### config.mk
export PLATFORM = sky130hd
export DESIGN_NAME = pair_drain_flat
export DESIGN_NICKNAME = d
export VERILOG_FILES = /design/src/rtl/pair_pkg.sv /design/src/rtl/pair_drain_if.sv /design/src/rtl/pair_drain_inv_check.sv /design/src/rtl/pair_drain.sv /design/src/flat_wrapper.sv
export SDC_FILE = /design/constraint.sdc
export NUM_CORES = 1
export LEC_CHECK = 0
export CORE_AREA = 2 2 47 67
export CTS_CLUSTER_DIAMETER = 30
export CTS_CLUSTER_SIZE = 30
export DETAILED_ROUTE_END_ITERATION = 7
export DIE_AREA = 0 0 49 69
export PLACE_DENSITY = 0.86
export SYNTH_ARGS = -nofsm -noshare
export SYNTH_HDL_FRONTEND = slang
export SYNTH_SLANG_ARGS = --single-unit
### constraint.sdc
create_clock -name clk -period 2 [get_ports clk]
set_input_delay 0.4 -clock clk [delete_from_list [all_inputs] [get_ports clk]]
set_output_delay 0.4 -clock clk [all_outputs]
set_load 0.02 [all_outputs]
### src/rtl/pair_pkg.sv
// Shared constants and state encoding for the pair accumulator / pair drain blocks.
package pair_pkg;

   localparam int unsigned PAIR_W      = 8;
   localparam int unsigned PAIR_X_BASE = 2;
   localparam int unsigned PAIR_X_STEP = 2;
   localparam int unsigned PAIR_Y_STEP = 1;

   typedef enum logic [1:0] {
      IDLE  = 2'd0,
      DRAIN = 2'd1,
      DONE  = 2'd2
   } pair_state_e;

endpackage

### src/rtl/pair_drain_if.sv
// Load/step/status bundle between a pair producer and the pair_drain block.
interface pair_drain_if
   import pair_pkg::*;
#(
   parameter int unsigned W = PAIR_W
);
   logic         load_valid;
   logic         load_ready;
   logic [W-1:0] x_in;
   logic [W-1:0] y_in;
   logic         selector;
   logic [W-1:0] x;
   logic [W-1:0] y;
   logic         busy;
   logic         done;
   logic         err;

   modport master (
      output load_valid, x_in, y_in, selector,
      input  load_ready, x, y, busy, done, err
   );

   modport slave (
      input  load_valid, x_in, y_in, selector,
      output load_ready, x, y, busy, done, err
   );
endinterface

### src/rtl/pair_drain_inv_check.sv
// Combinational pair invariant comparator: ok when x_in == X_BASE + X_STEP*y_in (mod 2^W).
module pair_inv_check
   import pair_pkg::*;
#(
   parameter int unsigned W      = PAIR_W,
   parameter int unsigned X_BASE = PAIR_X_BASE,
   parameter int unsigned X_STEP = PAIR_X_STEP
) (
   input  logic [W-1:0] x_in,
   input  logic [W-1:0] y_in,
   output logic         ok
);
   localparam logic [2*W-1:0] LOW_MASK = {{W{1'b0}}, {W{1'b1}}};

   logic [2*W-1:0] expect_wide;

   // Product formed at double width, then compared modulo 2^W.
   always_comb begin
      expect_wide = (2*W)'(X_BASE) + ((2*W)'(X_STEP) * (2*W)'(y_in));
      ok          = ({{W{1'b0}}, x_in} == (expect_wide & LOW_MASK));
   end
endmodule

### src/rtl/pair_drain.sv
// pair_drain: accepts an (x, y) pair and walks it down by X_STEP / Y_STEP per selector
// pulse until y saturates at 0, then pulses done for one cycle.
// Optional load-time invariant checker enabled by macro PAIR_DRAIN_CHECK_EN.
module pair_drain
   import pair_pkg::*;
#(
   parameter int unsigned W      = PAIR_W,
   parameter int unsigned X_BASE = PAIR_X_BASE,
   parameter int unsigned X_STEP = PAIR_X_STEP,
   parameter int unsigned Y_STEP = PAIR_Y_STEP
) (
   input  logic         clk,
   input  logic         rst,
   pair_drain_if.slave  bus
);
   localparam logic [W-1:0] X_BASE_W = W'(X_BASE);
   localparam logic [W-1:0] X_STEP_W = W'(X_STEP);
   localparam logic [W-1:0] Y_STEP_W = W'(Y_STEP);

   pair_state_e  state_q, state_d;
   logic [W-1:0] x_q, x_d;
   logic [W-1:0] y_q, y_d;
   logic         done_q, done_d;
   logic         inv_ok;

`ifdef PAIR_DRAIN_CHECK_EN
   logic err_q, err_d;

   pair_inv_check #(
      .W      (W),
      .X_BASE (X_BASE),
      .X_STEP (X_STEP)
   ) u_inv_check (
      .x_in (bus.x_in),
      .y_in (bus.y_in),
      .ok   (inv_ok)
   );

   // Sticky error: set on any rejected load, cleared only by reset.
   always_comb begin
      err_d = err_q | ((state_q == IDLE) && bus.load_valid && !inv_ok);
   end

   // Error flag register.
   always_ff @(posedge clk or negedge rst) begin
      if (!rst) err_q <= 1'b0;
      else      err_q <= err_d;
   end

   assign bus.err = err_q;
`else
   assign inv_ok  = 1'b1;
   assign bus.err = 1'b0;
`endif

   // Next-state, datapath and done-pulse computation.
   always_comb begin
      state_d = state_q;
      x_d     = x_q;
      y_d     = y_q;
      done_d  = 1'b0;
      unique case (state_q)
         IDLE: begin
            if (bus.load_valid && inv_ok) begin
               x_d = bus.x_in;
               y_d = bus.y_in;
               if (bus.y_in == '0) begin
                  state_d = DONE;
                  done_d  = 1'b1;
               end else begin
                  state_d = DRAIN;
               end
            end
         end
         DRAIN: begin
            if (bus.selector) begin
               if (y_q <= Y_STEP_W) begin
                  x_d     = X_BASE_W;
                  y_d     = '0;
                  state_d = DONE;
                  done_d  = 1'b1;
               end else begin
                  x_d = x_q - X_STEP_W;
                  y_d = y_q - Y_STEP_W;
               end
            end
         end
         DONE:    state_d = IDLE;
         default: state_d = IDLE;
      endcase
   end

   // State and datapath registers.
   always_ff @(posedge clk or negedge rst) begin
      if (!rst) begin
         state_q <= IDLE;
         x_q     <= X_BASE_W;
         y_q     <= '0;
         done_q  <= 1'b0;
      end else begin
         state_q <= state_d;
         x_q     <= x_d;
         y_q     <= y_d;
         done_q  <= done_d;
      end
   end

   assign bus.x          = x_q;
   assign bus.y          = y_q;
   assign bus.done       = done_q;
   assign bus.busy       = (state_q != IDLE);
   assign bus.load_ready = (state_q == IDLE);
endmodule

### src/flat_wrapper.sv
// flat-port wrapper written by rule: the top's interface ports become plain ports
module pair_drain_flat import pair_pkg::*;
#(
   parameter int unsigned W      = PAIR_W,
   parameter int unsigned X_BASE = PAIR_X_BASE,
   parameter int unsigned X_STEP = PAIR_X_STEP,
   parameter int unsigned Y_STEP = PAIR_Y_STEP
)
  (clk, rst, bus_load_valid, bus_x_in, bus_y_in, bus_selector, bus_load_ready, bus_x, bus_y, bus_busy, bus_done, bus_err);
  pair_drain_if #(.W(W)) bus_i ();
  input  logic clk;
  input  logic rst;
  input wire logic [$bits(bus_i.load_valid)-1:0] bus_load_valid;
  input wire logic [$bits(bus_i.x_in)-1:0] bus_x_in;
  input wire logic [$bits(bus_i.y_in)-1:0] bus_y_in;
  input wire logic [$bits(bus_i.selector)-1:0] bus_selector;
  output wire logic [$bits(bus_i.load_ready)-1:0] bus_load_ready;
  output wire logic [$bits(bus_i.x)-1:0] bus_x;
  output wire logic [$bits(bus_i.y)-1:0] bus_y;
  output wire logic [$bits(bus_i.busy)-1:0] bus_busy;
  output wire logic [$bits(bus_i.done)-1:0] bus_done;
  output wire logic [$bits(bus_i.err)-1:0] bus_err;
  assign bus_i.load_valid = bus_load_valid;
  assign bus_i.x_in = bus_x_in;
  assign bus_i.y_in = bus_y_in;
  assign bus_i.selector = bus_selector;
  assign bus_load_ready = bus_i.load_ready;
  assign bus_x = bus_i.x;
  assign bus_y = bus_i.y;
  assign bus_busy = bus_i.busy;
  assign bus_done = bus_i.done;
  assign bus_err = bus_i.err;
  pair_drain #(.W(W), .X_BASE(X_BASE), .X_STEP(X_STEP), .Y_STEP(Y_STEP)) u_core (.clk(clk), .rst(rst), .bus(bus_i));
endmodule
# Word level (Yosys, flattened, before mapping)
# Index checks and enable logic that the tools add are counted.
# classes
n_addsub	2
order_cmp	1
eq_ne	4
n_mux	18
reduce_logical	6
# ops
op	count
8-bit two-way mux	6
8-bit one-hot mux with 2 select lines	2
8-bit by 1-bit <= comparator with 1-bit output, second input constant	1
8-bit zero test	1
2-bit two-way mux	4
8-bit by 1-bit subtractor with 8-bit output, second input constant	1
8-bit by 2-bit subtractor with 8-bit output, second input constant	1
3-bit AND reduction	2
1-bit two-way mux	4
2-bit != test, second input constant	2
2-bit one-hot mux with 2 select lines	1
2-bit nonzero test	2
2-bit by 1-bit equality test with 1-bit output, second input constant	1
2-bit zero test	1
2-bit by 1-bit != test with 1-bit output, second input constant	1
1-bit one-hot mux with 2 select lines	1
# totals
regBits	19
input_bits	20
elab_cells	35

# Longest topological paths before layout
# depth
ltp_word	4
ltp_mapped	7
ltp_nobuf	6

# Least setup slack after synthesis
# Ideal clock, no wire load.
# synth_timing
kind	reg2reg
startpoint	register u_core.y_q[0], in the netlist u_core.bus.y[0]
endpoint	register u_core.x_q[7], in the netlist u_core.bus.x[7]
setup_time_ns	0.066
arrival_time_ns	1.775
setup_slack_ns	0.160
path_stages_with_launch	7
path_buffers	0
path_cell_list	dfrtp_1 inv_1 ha_1 or2_4 a31o_4 o41ai_2 a22o_1
# synth_between
elab_chain_cells	4
# synth_lines
element	line_no	text
start: declaration	pair_drain.sv:22	logic [W-1:0] y_q, y_d;
start signal: assignment	pair_drain.sv:103	y_q <= y_d;
8-bit by 1-bit <= comparator with 1-bit output	pair_drain.sv:77	if (y_q <= Y_STEP_W) begin
8-bit two-way mux	pair_drain.sv:77	
8-bit two-way mux	pair_drain.sv:76	if (bus.selector) begin
8-bit one-hot mux with 2 select lines	pair_drain.sv:62	unique case (state_q)
end signal: assignment	pair_drain.sv:97	x_q <= X_BASE_W;
end signal: assignment	pair_drain.sv:102	x_q <= x_d;
end: declaration	pair_drain.sv:21	logic [W-1:0] x_q, x_d;
# Every way passes these cells. The select of a mux whose other input is x is not followed.
# A chain may end at the register's enable or synchronous reset.

# Final worst setup path
# layout_timing
startpoint	register u_core.state_q[1]
endpoint	output port bus_busy
# layout_between
elab_chain_cells	1
# layout_lines
element	line_no	text
start: declaration	pair_drain.sv:20	pair_state_e state_q, state_d;
start signal: assignment	pair_drain.sv:101	state_q <= state_d;
2-bit nonzero test	pair_drain.sv:111	assign bus.busy = (state_q != IDLE);
end: declaration	flat_wrapper.sv:20	output wire logic [$bits(bus_i.busy)-1:0] bus_busy;
# Every way passes these cells.

==> key figures <==
Run status
  • Status: completed

Critical path
  • Data arrival, critical path: 1510 ps
  • Critical Path Fanout Max: 8
  • Register-to-Register Path Depth: 6
  • Startpoint Class: register
  • CP Depth: 3
  • Crit path buf inv count: 2
  • Worst endpoint required time: 1600 ps
  • Worst-path cell chain: nor2_1 -> inv_1 -> clkdlybuf4s50_1
  • Max incr delay on CP: 530 ps
  • Setup CP Type: register to primary output
  • R2R Path Start: u_core.bus.y[0]
  • Setup crit end kind: primary output
  • Critical path's slowest cell: clkdlybuf4s50_1
  • Worst Setup SP: u_core.state_q[1]
  • Crit path max-delay family: buffers and inverters

Power
  • Leakage power: 0.000708 uW
  • Switching pwr: 1300 uW
  • Comb power frac: 62.4%
  • Tot Pwr: 2820 uW
  • Worst IR Drop VDD: 1030 uV
  • Internal power: 1520 uW
  • Clk pwr share: 9.4%
  • Sw Ratio: 46.2%
  • Seq pwr share: 28.2%
  • PD cells: 1690 nW/um2

Min path
  • Worst Hold Class: input pin to async pin

Run
  • MaxCap Viol Count: 0

Placed design
  • GP Congestion: 0.893
  • Sum of net half-perimeters after detailed placement: 2550 um
  • Dpl cell area: 1620 um2
  • Count of input and output buffers: 38
  • Placed insts: 210

Yosys
  • Asr flop ratio synth: 100%
  • Post-synthesis mux area share: 0%
  • EDFF count, synth: 0
  • Synth cell types: 40
  • Main combinational cell family by area after synthesis: compound AO/OA/AOI/OAI gates
  • Syn_nets: 159
  • Syn Inst Count: 136
  • Synth Cell Area: 1200 um2
  • Yosys warnings: 0
  • Adder-Cell Fraction of Synth Area: 3.13%
  • Yosys reg bits: 19
  • Top FF cell, synth: dfrtp_1
  • Compound-Gate Fraction of Synth Area: 30.1%
  • Syn Area/Cell: 8.81 um2
  • Sequential area share after synthesis: 39.8%
  • Synth Area in XOR/XNOR: 0%
  • Synth Area in Simple Gates: 20.5%

CTS
  • # hold bufs at CTS: 0
  • Root Driver: clkbuf_8
  • Clock Sinks: 19
  • Htree depth: 1
  • CTS max path bufs: 2
  • Cts bufs inserted: 3
  • Clk_lat worst skew: 260 ps
  • Worst-path clk slew: 80 ps
  • CTS tree: done

Final layout
  • Fin util: 59.7%
  • Design area: 1670 um2
  • Reg area: 477 um2
  • Fill count: 262
  • Multi-input gate area: 647 um2
  • Antenna Diode Count: 0
  • Layout Cells excl Fill: 214
  • Post-layout nets: 201
  • Share of layout cells above drive strength 1: 9.04%
  • Area grow syn2layout: 39.0%

Timing
  • Setup TNS: 0 ps
  • Min Clock Period, post-route: 1910 ps
  • Layout Skew: 8.70 ps
  • Highest clock rate: 524 MHz
  • Relative slew slack: 64.5%
  • Unrepaired setup endpoints after global routing: false
  • Endpoints failing setup: 0
  • Worst-margin pin slew: 529 ps
  • Final period utilization: 95.4%
  • Final Hold Fails: 0
  • Pins Over Slew Limit: 0

GRT
  • Vias in the first global route: 1313
  • Initial antenna violation count: 0
  • First-pass GRT wire length: 5500 um
  • Largest net degree at the start of global routing: 17
  • All-Layer GR Usage: 20.6%
  • Aggregate global routing overflow: 0

Die
  • Core ar.: 2790 um2
  • Number of I/O pins: 40
  • Site Rows: 23
  • Die area: 3380 um2
  • Die height: 69 um
  • Die W: 49 um
  • Initial cell density of the core: 42.9%

Detailed routing
  • DRC Markers: 0
  • Post-DR wirelength/cell: 15.2 um
  • Final wirelength: 3260 um
  • Drt initial violations: 36
  • Vias per cell: 5.71
  • Vias: 1222
  • Post-route ant nets: 0
  • Pre-Repair DR Iteration Count: 4
[cell usage after synthesis (all sizes together), types with 2 or more instances]
cell type | instances | area share, %
nor4 | 2 | 1.0
a32oi | 3 | 2.2
or3 | 2 | 1.0
nor3 | 6 | 3.9
nor2b | 3 | 1.6
a22o | 6 | 4.4
ha | 3 | 3.1
dfrtp | 18 | 38
nor2 | 10 | 3.1
inv | 8 | 2.5
buf | 6 | 3.8
a2bb2oi | 3 | 2.2
o22ai | 2 | 1.0
o21ai | 22 | 9.5
nand2 | 14 | 4.4
nand3 | 3 | 1.3
a31oi | 2 | 1.0
nand2b | 3 | 1.6
a21oi | 5 | 2.1
[cell usage in the layout, fill, tap and decap left out, types with 2 or more instances in the layout]
| master | netlist | layout |
|---|---|---|
| a21oi_1 | 5 | 5 |
| a22o_1 | 6 | 6 |
| a2bb2oi_1 | 3 | 3 |
| a31oi_1 | 2 | 2 |
| a32oi_1 | 3 | 3 |
| buf_4 | 2 | 5 |
| clkbuf_8 | 0 | 3 |
| clkdlybuf4s50_1 | 0 | 37 |
| dfrtp_1 | 18 | 18 |
| ha_1 | 3 | 3 |
| inv_1 | 8 | 8 |
| nand2_1 | 14 | 14 |
| nand2b_1 | 3 | 3 |
| nand3_1 | 3 | 3 |
| nor2_1 | 10 | 10 |
| nor2b_1 | 3 | 3 |
| nor3_1 | 4 | 4 |
| nor4_1 | 2 | 2 |
| o21ai_0 | 9 | 9 |
| o21ai_1 | 12 | 12 |
| o22ai_1 | 2 | 2 |
| or3_1 | 2 | 2 |
[layer usage]
metal,vias to the layer above,part of all wire (%),global-route usage [%]
met4,0,3.0,13.3
met1,573,38,21.4
li1,582,-,-
met3,12,4.7,2.81
met2,55,54,37.6
met5,-,0,0
[path summary, 6_finish.rpt]
check	slack, ps	end
worst max-delay path	90	bus_busy
worst min-delay path	470	u_core.bus.x[0]
worst max register to register	180	u_core.bus.x[6]
worst min register to register	520	u_core.bus.x[0]
max in group asynchronous	990	u_core.bus.y[5]
min in group clk	520	u_core.bus.x[0]
[cell families (layout without fill, tap and decap cells)]
family          after synthesis  count (layout)
simple gates                 47              47
compound gates               52              52
fa+ha+maj                     3               3
buf+inv                      14              55
flops                        19              19
other cells                   1               1
[final cells by class]
class,instances,share of cell area [%]
inverter,8,1.80
tap,37,2.78
sequential,19,28.6
clock inverter,1,0.300
timing repair buffer,43,25.2
clock buffer,3,2.48
multi-input combinational,103,38.8
[timing repair]
| action | 4_1_cts | 5_1_grt |
|---|---|---|
| endpoints found under the setup margin | 0 | 2 |
| resized for setup | 0 | 1 |
| setup buffers | 0 | 0 |
| endpoints found under the hold margin | 0 | 0 |
[worst reg2reg max path, stage by stage (launching register included)]
cell	delay [ps]
dfrtp_1	440
inv_1	100
ha_1	220
or2_4	240
a31oi_1	410
a32oi_1	180
o2bb2ai_1	160
[flip-flops by register name (all words and copies together), names as in the netlist]
name             count
u_core.bus.x         8
u_core.bus.y         8
u_core.state_q       2
u_core.bus.done      1
[through the flow]
step	hold WS (ps)	worst slack (ps)
6_report	466	92.1
5_1_grt	485	3.87
4_1_cts	468	43.9
3_5_place_dp	503	194
3_3_place_gp	493	218
2_1_floorplan	104	160
[power groups by stage]
stage / Clock (uW) / Combinational [uW] / Sequential (uW)
2_1_floorplan: 0 / 970 / 951
3_3_place_gp: 0 / 1710 / 794
3_5_place_dp: 0 / 1760 / 797
4_1_cts: 275 / 1760 / 792
5_1_grt: 291 / 1910 / 832
6_report: 266 / 1760 / 795
Power figures use the tool's default switching activity.
==> edit, RTL diff (config.mk and constraints unchanged) <==
`PAIR_W`: 8 -> 12.
--- a/src/rtl/pair_pkg.sv
+++ b/src/rtl/pair_pkg.sv
@@ -3,3 +3,3 @@
 
-   localparam int unsigned PAIR_W      = 8;
+   localparam int unsigned PAIR_W      = 12;
    localparam int unsigned PAIR_X_BASE = 2;
Interface: changed (resized bus_x, bus_x_in, bus_y and bus_y_in); port bits go from 40 to 56. No check against the original RTL was run, so the function may have changed too.
==> edit against the original RTL <==
The flow now finishes with violations (negative setup slack). Largest cell class unchanged. Sequential cell count increased by 8. Critical path type is now reg2reg. Setup slack got worse by 270 ps. Wire length increased by 96%. Sequential share of layout area decreased by 1.8 points. Total power increased by 44%. Synthesized area increased by 40%. Via count increased by 72%. Final area increased by 53%. Register-to-register slack got worse by 360 ps.
==> edit: results <==
INSERT INTO impl_metrics (metric_group, metric, value, unit) VALUES
('critical_path', 'critical_path.top_delay_family', 'simple AND/OR/NAND/NOR gates', ''),
('cts', 'cts_resized', '7', ''),
('place', 'place.port_buffers', '54', ''),
('global_route', 'grt_util_met2', '0.6788', ''),
('routing', 'route.met3.wl', '583', 'um'),
('place', 'gp_routability_congestion', '0.9192', ''),
('final_layout', 'nets', '303', ''),
('global_route', 'grt_pass1_vias', '2088', ''),
('outcome', 'outcome', 'finished, violations left', ''),
('outcome', 'failed_checks', 'negative setup slack', ''),
('final_layout', 'area.growth.synth_to_final', '51.45', '%'),
('final_layout', 'final-instance-count-excl-fill', '308', ''),
('critical_path', 'critical_path.max_fanout', '18', ''),
('timing', 'setup_viol_count_final', '21', ''),
('cts', 'clkSlewWorstSetupHoldPaths', '100', 'ps'),
('final_layout', 'layout-drive-gt1-share', '0.1993', ''),
('critical_path', 'slowest_library_cell_on_the_worst_path', 'or4_4', ''),
('timing', 'fin_setup_tns', '-2392', 'ps'),
('final_layout', 'n_fill_cell', '113', ''),
('logic_synthesis', 'yosysSeqAreaShare', '0.4022', ''),
('routing', 'wl', '6.367', 'mm'),
('routing', 'met2WireLength', '3.172', 'mm'),
('power_and_ir_drop', 'leakage_power_summed_over_all_cells', '1.051', 'nW'),
('timing', 'final.setup.worst_slack', '-181.1', 'ps'),
('critical_path', 'max_stage_delay', '560', 'ps'),
('routing', 'dr.pass1.iters', '6', ''),
('global_route', 'global_route.usage.met3', '0.05844', '');
-- edit: cell count changes after synthesis, moves of 5 or more --
cell,before,now
o21ai_0,9,24
o21ai_1,12,2
a21oi_1,5,13
dfrtp_1,18,26
clkbuf_1,0,6
nor3_1,4,9
-- edit: power groups by stage --
stage          clock network [mW]  registers [mW]  logic, mW
6_report                    0.317            1.08       2.65
5_1_grt                     0.336            1.10       2.79
4_1_cts                     0.316            1.05       2.52
3_5_place_dp                    0            1.05       2.44
3_3_place_gp                    0            1.03       2.35
2_1_floorplan                   0            1.34       1.01
-- edit: path summary, 6_finish.rpt --
path	start	endpoint	slack (ps)	cells after the start
worst max-delay path	u_core.bus.y[6]$_DFFE_PN0P_	u_core.bus.y[5]$_DFFE_PN0P_	-180	6
worst min-delay path	rst	u_core.bus.y[9]$_DFFE_PN0P_	490	2
worst min register to register	u_core.bus.x[0]$_DFFE_PN0P_	u_core.bus.x[0]$_DFFE_PN0P_	530	2
worst max register to register	u_core.bus.y[6]$_DFFE_PN0P_	u_core.bus.y[5]$_DFFE_PN0P_	-180	6
min in group clk	u_core.bus.x[0]$_DFFE_PN0P_	u_core.bus.x[0]$_DFFE_PN0P_	530	2
max in group asynchronous	rst	u_core.bus.x[1]$_DFFE_PN1P_	1200	2
-- edit: logic make-up (layout without fill, tap and decap cells) --
family,after synthesis,after routing,synth area share
adders and majority gates,3,3,0.02231
buffers and inverters,23,99,0.06170
AOI/OAI and AO/OA,77,77,0.3130
DFF,27,27,0.4022
other,1,1,0.002228
and+or+nand+nor,64,64,0.1985
-- edit: cell type report --
type	count	share of cell area
Multi-Input combinational cell	145	0.3736
Clock buffer	3	0.01620
Sequential cell	27	0.2676
Tap cell	37	0.01816
Timing Repair Buffer	84	0.3063
Clock inverter	1	0.001964
Inverter	11	0.01620
